===== src/rtl/vs_quad_pkg.sv =====
// Package for the quadrature decoder.
// Holds the {A,B} state type, the four named Gray states, and the transition
// classifier used by the top-level decoder.
package vs_quad_pkg;

   typedef logic [1:0] quad_state_t;

   localparam quad_state_t Q00 = 2'b00;
   localparam quad_state_t Q10 = 2'b10;
   localparam quad_state_t Q11 = 2'b11;
   localparam quad_state_t Q01 = 2'b01;

   typedef struct packed {
      logic valid;    // exactly one phase changed
      logic up;       // direction of a valid change (A leads B = up)
      logic illegal;  // both phases changed in the same cycle
   } quad_dir_t;

   // Classify a prev->cur transition; up order is 00->10->11->01->00
   function automatic quad_dir_t quad_dir(input quad_state_t prev, input quad_state_t cur);
      quad_dir_t res;
      res = '{valid: 1'b0, up: 1'b0, illegal: 1'b0};
      case ({prev, cur})
         {Q00, Q10}, {Q10, Q11}, {Q11, Q01}, {Q01, Q00}: begin
            res.valid = 1'b1;
            res.up    = 1'b1;
         end
         {Q00, Q01}, {Q01, Q11}, {Q11, Q10}, {Q10, Q00}: begin
            res.valid = 1'b1;
            res.up    = 1'b0;
         end
         {Q00, Q11}, {Q11, Q00}, {Q10, Q01}, {Q01, Q10}: begin
            res.illegal = 1'b1;
         end
         default: begin
            res = '{valid: 1'b0, up: 1'b0, illegal: 1'b0};
         end
      endcase
      return res;
   endfunction

endpackage


===== src/rtl/vs_glitch_filter.sv =====
// Synchroniser plus glitch filter for one encoder phase.
// Ports:
//   clock   - system clock (posedge)
//   reset_n - asynchronous active-low reset
//   din     - raw asynchronous pin
//   dout    - filtered level; flips only after FILTER_LEN consecutive
//             cycles in which the synchronised pin disagrees with it
module vs_glitch_filter
   import vs_quad_pkg::*;
#(
   parameter int SYNC_STAGES = 2,
   parameter int FILTER_LEN  = 4
) (
   input  logic clock,
   input  logic reset_n,
   input  logic din,
   output logic dout
);

   localparam int CNT_W = $clog2(FILTER_LEN + 1);
   localparam logic [CNT_W-1:0] CNT_LAST = CNT_W'(FILTER_LEN - 1);

   logic [SYNC_STAGES-1:0] sync_r;
   logic [CNT_W-1:0]       cnt_r;
   logic                   filt_r;
   logic                   sync_s;

   assign sync_s = sync_r[SYNC_STAGES-1];
   assign dout   = filt_r;

   // Metastability chain: shift the raw pin toward the filter
   always_ff @(posedge clock or negedge reset_n) begin
      if (!reset_n) begin
         sync_r <= '0;
      end else begin
         sync_r <= {sync_r[SYNC_STAGES-2:0], din};
      end
   end

   // Qualification counter: any agreeing cycle restarts the count
   always_ff @(posedge clock or negedge reset_n) begin
      if (!reset_n) begin
         cnt_r  <= '0;
         filt_r <= 1'b0;
      end else if (sync_s != filt_r) begin
         if (cnt_r == CNT_LAST) begin
            filt_r <= sync_s;
            cnt_r  <= '0;
         end else begin
            cnt_r <= cnt_r + CNT_W'(1);
         end
      end else begin
         cnt_r <= '0;
      end
   end

endmodule


===== src/rtl/vs_quadrature_decoder.sv =====
// Quadrature decoder feeding vs_up_down_counter.
// Ports:
//   clock, reset_n - clock (posedge) and asynchronous active-low reset
//   a_in, b_in     - raw encoder phases, asynchronous to clock
//   enable         - gates step/err pulses; filters and prev keep tracking
//   clear_err      - synchronous clear of err_count
//   step, up       - one-cycle count strobe and its direction (up holds)
//   err            - one-cycle pulse when both phases change together
//   err_count      - saturating count of err pulses
//   a_filt, b_filt - filtered phase levels
module vs_quadrature_decoder
   import vs_quad_pkg::*;
#(
   parameter int SYNC_STAGES = 2,
   parameter int FILTER_LEN  = 4,
   parameter int ERR_W       = 8
) (
   input  logic             clock,
   input  logic             reset_n,
   input  logic             a_in,
   input  logic             b_in,
   input  logic             enable,
   input  logic             clear_err,
   output logic             step,
   output logic             up,
   output logic             err,
   output logic [ERR_W-1:0] err_count,
   output logic             a_filt,
   output logic             b_filt
);

   localparam logic [ERR_W-1:0] ERR_MAX = {ERR_W{1'b1}};

   logic             a_filt_s;
   logic             b_filt_s;
   quad_state_t      cur_s;
   quad_state_t      prev_r;
   quad_dir_t        dir_s;
   logic             step_r;
   logic             up_r;
   logic             err_r;
   logic [ERR_W-1:0] err_count_r;

   vs_glitch_filter #(.SYNC_STAGES(SYNC_STAGES), .FILTER_LEN(FILTER_LEN)) u_filt_a (
      .clock   (clock),
      .reset_n (reset_n),
      .din     (a_in),
      .dout    (a_filt_s)
   );

   vs_glitch_filter #(.SYNC_STAGES(SYNC_STAGES), .FILTER_LEN(FILTER_LEN)) u_filt_b (
      .clock   (clock),
      .reset_n (reset_n),
      .din     (b_in),
      .dout    (b_filt_s)
   );

   assign cur_s = {a_filt_s, b_filt_s};

   // Classify the filtered transition seen this cycle
   always_comb begin
      dir_s = quad_dir(prev_r, cur_s);
   end

   // Track previous state and register step/up/err pulses
   always_ff @(posedge clock or negedge reset_n) begin
      if (!reset_n) begin
         prev_r <= Q00;
         step_r <= 1'b0;
         up_r   <= 1'b0;
         err_r  <= 1'b0;
      end else begin
         prev_r <= cur_s;
         step_r <= dir_s.valid & enable;
         err_r  <= dir_s.illegal & enable;
         if (dir_s.valid) begin
            up_r <= dir_s.up;
         end else begin
            up_r <= up_r;
         end
      end
   end

   // Saturating error counter; a clear coinciding with an err pulse keeps that pulse
   always_ff @(posedge clock or negedge reset_n) begin
      if (!reset_n) begin
         err_count_r <= '0;
      end else if (clear_err) begin
         err_count_r <= err_r ? ERR_W'(1) : '0;
      end else if (err_r && (err_count_r != ERR_MAX)) begin
         err_count_r <= err_count_r + ERR_W'(1);
      end else begin
         err_count_r <= err_count_r;
      end
   end

   assign step      = step_r;
   assign up        = up_r;
   assign err       = err_r;
   assign err_count = err_count_r;
   assign a_filt    = a_filt_s;
   assign b_filt    = b_filt_s;

endmodule


===== config.mk =====
export PLATFORM = sky130hd
export DESIGN_NAME = vs_quadrature_decoder
export DESIGN_NICKNAME = d
export VERILOG_FILES = /design/src/rtl/vs_quad_pkg.sv /design/src/rtl/vs_glitch_filter.sv /design/src/rtl/vs_quadrature_decoder.sv
export SDC_FILE = /design/constraint.sdc
export NUM_CORES = 1
export LEC_CHECK = 0
export CORE_ASPECT_RATIO = 0.9
export CORE_MARGIN = 4
export CORE_UTILIZATION = 45
export CTS_CLUSTER_DIAMETER = 80
export DETAILED_ROUTE_END_ITERATION = 10
export PLACE_DENSITY = 0.7
export SLEW_MARGIN = 10
export SYNTH_ARGS = -nofsm -noshare
export SYNTH_HDL_FRONTEND = slang
export SYNTH_SLANG_ARGS = --single-unit

===== constraint.sdc =====
create_clock -name clock -period 1.7 [get_ports clock]
set_input_delay 0.17 -clock clock [delete_from_list [all_inputs] [get_ports clock]]
set_output_delay 0.17 -clock clock [all_outputs]
set_load 0.02 [all_outputs]

==> results of run 1 <==
per-stage QoR:
step / cell area, sq um / cells / setup WS [ns] / hold WS, ns / utilization
after floorplan: 1090 / 88 / 0.0654 / -0.126 / -
after global placement: 1320 / 134 / 0.201 / 0.332 / 0.589
after detailed placement: 1320 / 134 / 0.142 / 0.335 / 0.589
after CTS: 1350 / 138 / 0.0188 / 0.180 / 0.603
after global routing: 1360 / 138 / 0.0182 / 0.177 / 0.608
final: 1360 / 138 / 0.105 / 0.181 / 0.608
placed cells by master (no fill, tap or decap), drive strengths merged, types with 2 or more instances in the layout:
cell           count
inv                3
nor3               4
nand2b             2
nor2b              6
mux2               5
nand4              2
a21oi              3
xor2               2
clkbuf             3
nor3b              4
xnor2              5
ha                 3
clkdlybuf4s50     16
nor2               3
nand2              2
dfrtp             25
and3               2
nand3              3
buf                2
dlymetal6s2s       2
metal layers:
layer | up-vias | track usage | part of all wire
li1 | 363 | - | -
met1 | 367 | 0.172 | 0.46
met2 | 22 | 0.218 | 0.47
met3 | 2 | 0.0519 | 0.072
met4 | 0 | 0.0332 | 0.0042
met5 | - | 0 | 0
power by group through the flow:
| stage | logic [uW] | clock network, uW | registers, uW |
|---|---|---|---|
| 2_1_floorplan | 333 | 0 | 939 |
| 3_3_place_gp | 617 | 0 | 872 |
| 3_5_place_dp | 638 | 0 | 881 |
| 4_1_cts | 647 | 298 | 871 |
| 5_1_grt | 694 | 320 | 896 |
| 6_report | 633 | 281 | 872 |
final cells by class:
type | instances | area [sq um]
well taps | 27 | 33.8
fillers | 183 | 880
flip-flops and latches | 25 | 632
clock buffers | 3 | 22.5
multi-input cells | 60 | 458
clock inverters | 1 | 8.76
inverters | 2 | 7.51
repair buffers | 20 | 200
kinds of logic (layout without fill, tap and decap cells):
family                   after synthesis  count (layout)  share of synthesized area
flip-flops                            25              25                      0.571
XOR/XNOR                               7               7                     0.0560
multiplexers                           6               6                     0.0640
AND/OR/NAND/NOR                       32              32                      0.183
AO/OA/AOI/OAI                         11              11                     0.0720
buffers and inverters                  3              26                     0.0103
adder cells (fa/ha/maj)                4               4                     0.0434
sequential cells by signal (all words and copies together) (netlist names):
name,flops
u_filt_a.cnt_r,3
up,1
u_filt_a.dout,1
u_filt_b.sync_r,2
u_filt_b.dout,1
prev_r,2
step,1
err_count,8
u_filt_a.sync_r,2
u_filt_b.cnt_r,3
err,1
path summary, 6_finish.rpt:
kind / start / to / slack [ns] / cells after the start
max: err_count[3]$_DFFE_PN0P_ / err_count[3] / 0.11 / 1
min: reset_n / step$_DFF_PN0_ / 0.18 / 2
max reg2reg: err_count[0]$_DFFE_PN0P_ / err_count[5]$_DFFE_PN0P_ / 0.12 / 4
min reg2reg: u_filt_a.sync_r[0]$_DFF_PN0_ / u_filt_a.sync_r[1]$_DFF_PN0_ / 0.37 / 0
max in group asynchronous: reset_n / err_count[5]$_DFFE_PN0P_ / 1.26 / 2
min in group clock: b_in / u_filt_b.sync_r[0]$_DFF_PN0_ / 0.26 / 1
repair_timing:
item	4_1_cts	5_1_grt
gates resized for setup	1	6
gates cloned	0	0
setup endpoints to repair	1	6
==> flow_summary_export.csv, run 1 <==
group,metric,value,unit
status,outcome,"completed",
routing,num_vias,754,
layout,finalNetCount,121,
clock_tree,insertion_delay,0.32,ns
synthesis,syn-mean-instance-area,12.4,sq um
clock_tree,post_cts_buffers,0,
pwr,netSwitchingFraction,0.340,
synthesis,synth.area.top_cells,"dfrtp_1 57%, mux2_2 4.1%, xnor2_1 4.0%",
worst_setup_path,crit_type,"flop to output port",
routing,drt_iter0_markers,25,
clock_tree,cts_root_buffer,"clkbuf_4",
synthesis,synth.cell_area,1090,sq um
pwr,seq_power_share,0.488,
worst_setup_path,start_kind,"flop",
pwr,netSwitchingPower,608,uW
synthesis,synth_nets,97,
pwr,pwr-share-comb,0.355,
worst_setup_path,cpLargestDelayFamily,"buffers and inverters",
worst_setup_path,crit_fanout,9,
pwr,internal_power,1180,uW
floorplan,start_util,0.488,
place,place_hpwl,1420,um
floorplan,dieArea,3290,sq um
global_route,grt_overflow,0,
clock_tree,cts_sinks,25,
layout,drive_above_1_share,0.162,
floorplan,fp-row-count,16,
worst_setup_path,cp.required,1.53,ns
global_route,grt_util_all_layers,0.135,
pwr,finalPower,1790,uW
sta,fmax,0.627,GHz
layout,n_antenna_cell,0,
clock_tree,path_clk_slew,0.14,ns
synthesis,synth_top_flop_cell,"dfrtp_1",
layout,area_growth,24.5,%
routing,routed_wl,1920,um
routing,ant_nets,0,
global_route,grt_pass1_wl,3260,um
pwr,clkPwrFrac,0.157,
synthesis,yosysUniqueCellTypes,33,
sta,clock_skew,0.00670,ns
synthesis,synth-seq-cells,25,
synthesis,synthCells,88,
sta,finalCritPeriodShare,0.938,
worst_setup_path,path_buf_inv,1,
synthesis,synth.most_common_cell,"dfrtp_1",
pwr,power_density,1310,nW/um^2
global_route,antenna_found_initial,0,
clock_tree,cts_inserted_buffers,3,
sta,timing.final.max_slew_violations,0,
clock_tree,hold_buffers,0,
place,gp_congestion,0.727,
worst_setup_path,cp_cell_sequence,"clkdlybuf4s50_1",
worst_setup_path,critPathMaxStageDelay,0.63,ns
clock_tree,cts_tree,"built",
worst_setup_path,crit_slowest_cell,"clkdlybuf4s50_1",
sta,setup_violations,0,
synthesis,synthArstFlopShare,1.00,
worst_setup_path,endpoint_kind,"output port",
synthesis,yosys-top-cells-count,"25 x dfrtp_1, 6 x nor2b_1, 5 x xnor2_1",
min_path,holdCritPathClass,"primary input to asynchronous set/reset pin",
routing,wl_per_cell,13.9,um
synthesis,synth_top_cell_by_area,"dfrtp_1",
clock_tree,cts_max_path_buffers,2,
routing,drcViolationCount,0,
clock_tree,htree_levels,1,
worst_setup_path,cp.arrival,1.42,ns
synthesis,synth-edff-count,0,
sta,final_hold_viol_count,0,
routing,via_per_inst,5.46,
sta,worst_pin_slew,0.478,ns
routing,drt-pass1-iter-count,4,
place,portBuffers,18,
sta,fin_crit,1.59,ns
flow_run,drv_cap,0,
floorplan,ios,19,
floorplan,die_x,60.0,um
floorplan,fp.dieH,54.8,um
synthesis,yosysWarningCount,0,
synthesis,seq_area_frac_synth,0.571,
sta,rsz0062_at_grt,"no",
floorplan,core,2240,sq um
synthesis,yosys.area.top_type_share,0.571,
pwr,p_leak,0.000616,uW
global_route,grt_max_degree,26,
pwr,vdd_ir_drop_max,0.000836,V
sta,setup-tns-final,0,ns
global_route,grt_pass1_vias,724,
sta,slew_headroom,0.673,
(Power assumes the default switching activity.)
==> run 2, diff against run 1 <==
- CORE_ASPECT_RATIO: 0.9 -> default
- TNS_END_PERCENT: default -> 5
==> run 2 against run 1 <==
Net effect: clock skew grew 0.0061 ns; power down 2.2%; clock power is 9.6% lower; sequential share of layout area grew 0.15 points; via count rose by 2.3%; count of clock-buffer cells in the layout rose by 1; routed wire length shrank 4.7%; sequential power is 0.9% lower; global-route usage is 0.75 points lower; die area is essentially flat; final cell count rose by 0.72%; maximum frequency down 1.7%.
==> flow_summary_export.csv, run 2 (synthesized netlist as in run 1, its figures left out) <==
group,metric,value,unit
status,outcome,"completed",
clock_tree,path_clk_slew,0.13,ns
global_route,antenna_found_initial,0,
worst_setup_path,cp_cell_sequence,"clkdlybuf4s50_1",
pwr,p_leak,0.000588,uW
layout,largest_reg_flops,8,
routing,ant_nets,0,
worst_setup_path,cp.required,1.53,ns
worst_setup_path,reg2reg_slack,0.14,ns
clock_tree,cts_sinks,25,
layout,area_growth,23.3,%
layout,n_antenna_cell,0,
worst_setup_path,path_buf_inv,1,
sta,worst_pin_slew,0.439,ns
routing,via_per_inst,5.55,
worst_setup_path,endpoint_kind,"output port",
flow_run,drv_cap,0,
sta,setup_violations,0,
floorplan,ios,19,
routing,routed_wl,1830,um
pwr,power_density,1290,nW/um^2
pwr,netSwitchingPower,574,uW
pwr,netSwitchingFraction,0.328,
place,portBuffers,18,
min_path,holdCritPathClass,"primary input to asynchronous set/reset pin",
pwr,finalPower,1750,uW
layout,final_common_cell,"dfrtp_1",
floorplan,dieArea,3290,sq um
routing,wl_per_cell,13.2,um
sta,slew_headroom,0.706,
clock_tree,hold_buffers,0,
worst_setup_path,r2r_start,"err_count[0]$_DFFE_PN0P_",
clock_tree,htree_levels,1,
sta,fin_hold_ws,0.191,ns
clock_tree,cts_root_buffer,"clkbuf_4",
routing,num_vias,771,
global_route,grt_max_degree,26,
sta,finalCritPeriodShare,0.954,
layout,num-fill-cells,213,
sta,fin_crit,1.62,ns
worst_setup_path,setup.worst_path.start,"u_filt_b.dout$_DFFE_PN0P_",
clock_tree,insertion_delay,0.31,ns
sta,clock_skew,0.0128,ns
sta,rsz0062_at_grt,"no",
sta,final_hold_viol_count,0,
clock_tree,cts_max_path_buffers,2,
floorplan,core,2250,sq um
pwr,seq_power_share,0.494,
worst_setup_path,crit_fanout,6,
pwr,pwr-share-comb,0.360,
floorplan,die_x,57.3,um
place,place_area,1320,sq um
place,place_hpwl,1340,um
layout,fin_area,1350,sq um
layout,drive_above_1_share,0.126,
floorplan,fp-row-count,17,
worst_setup_path,crit_slowest_cell,"clkdlybuf4s50_1",
pwr,clkPwrFrac,0.146,
sta,fmax,0.616,GHz
floorplan,start_util,0.486,
global_route,grt_overflow,0,
routing,drt_iter0_markers,9,
sta,setup-tns-final,0,ns
place,gp_congestion,0.725,
pwr,internal_power,1170,uW
worst_setup_path,critPathMaxStageDelay,0.65,ns
worst_setup_path,cp.arrival,1.45,ns
routing,drcViolationCount,0,
clock_tree,cts_tree,"built",
clock_tree,cts_inserted_buffers,3,
global_route,grt_pass1_vias,779,
sta,timing.final.max_slew_violations,0,
routing,drt-pass1-iter-count,4,
global_route,grt_util_all_layers,0.128,
floorplan,fp.dieH,57.3,um
layout,finalNetCount,121,
worst_setup_path,cpLargestDelayFamily,"buffers and inverters",
worst_setup_path,crit_type,"flop to output port",
global_route,grt_pass1_wl,3330,um
pwr,vdd_ir_drop_max,0.00114,V
worst_setup_path,start_kind,"flop",
layout,mostFrequentLayoutCells,"23 x dfrtp_1, 18 x clkdlybuf4s50_1, 6 x nor2b_1",
==> run 2: changes by cell type in the layout (fill, tap and decap cells not counted) <==
cell	previous run	this run
clkbuf_1	0	1
clkdlybuf4s50_1	16	18
dfrtp_1	20	23
dfrtp_2	5	2
dlymetal6s2s_1	2	0
inv_6	1	0
==> run 2: power groups by stage <==
stage	Clock [uW]	Combinational, uW	Sequential, uW
finish	254	629	864
floorplan	0	333	939
detailed placement	0	627	879
CTS	264	640	867
global placement	0	618	872
global route	297	700	891
==> run 2: routing by layer <==
layer,up-vias,GRT usage,part of all wire
met2,27,0.215,0.48
met3,4,0.0271,0.058
met5,-,0,0
met4,0,0.0497,0.018
li1,360,-,-
met1,380,0.161,0.44
==> run 2: final timing paths <==
path,cells past startpoint,to
setup / recovery,1,b_filt
hold / removal,2,u_filt_b.cnt_r[1]$_DFF_PN0_
setup reg to reg,4,err_count[5]$_DFFE_PN0P_
hold reg to reg,0,u_filt_a.sync_r[1]$_DFF_PN0_
max in group asynchronous,2,err_count[4]$_DFFE_PN0P_
min in group clock,1,u_filt_b.sync_r[0]$_DFF_PN0_
==> run 2: area by class of cell <==
cell class / instances / area (sq um) / share of cell area
Sequential cell: 25 / 628 / 0.465
Inverter: 2 / 7.51 / 0.00556
Timing Repair Buffer: 20 / 195 / 0.145
Multi-Input combinational cell: 60 / 458 / 0.339
Clock buffer: 4 / 26.3 / 0.0195
Tap cell: 28 / 35.0 / 0.0260
==> run 2: per-stage QoR <==
step | util | instances | setup WS [ns]
floorplan | - | 88 | 0.0654
global placement | 0.586 | 135 | 0.197
detailed placement | 0.586 | 135 | 0.147
CTS | 0.598 | 139 | 0.0462
global route | 0.599 | 139 | 0.00142
finish | 0.599 | 139 | 0.0774
==> run 2: repair_timing <==
action | in CTS | in global routing
setup buffers | 0 | 0
endpoints found under the setup margin | 0 | 2
gates resized for setup | 0 | 2
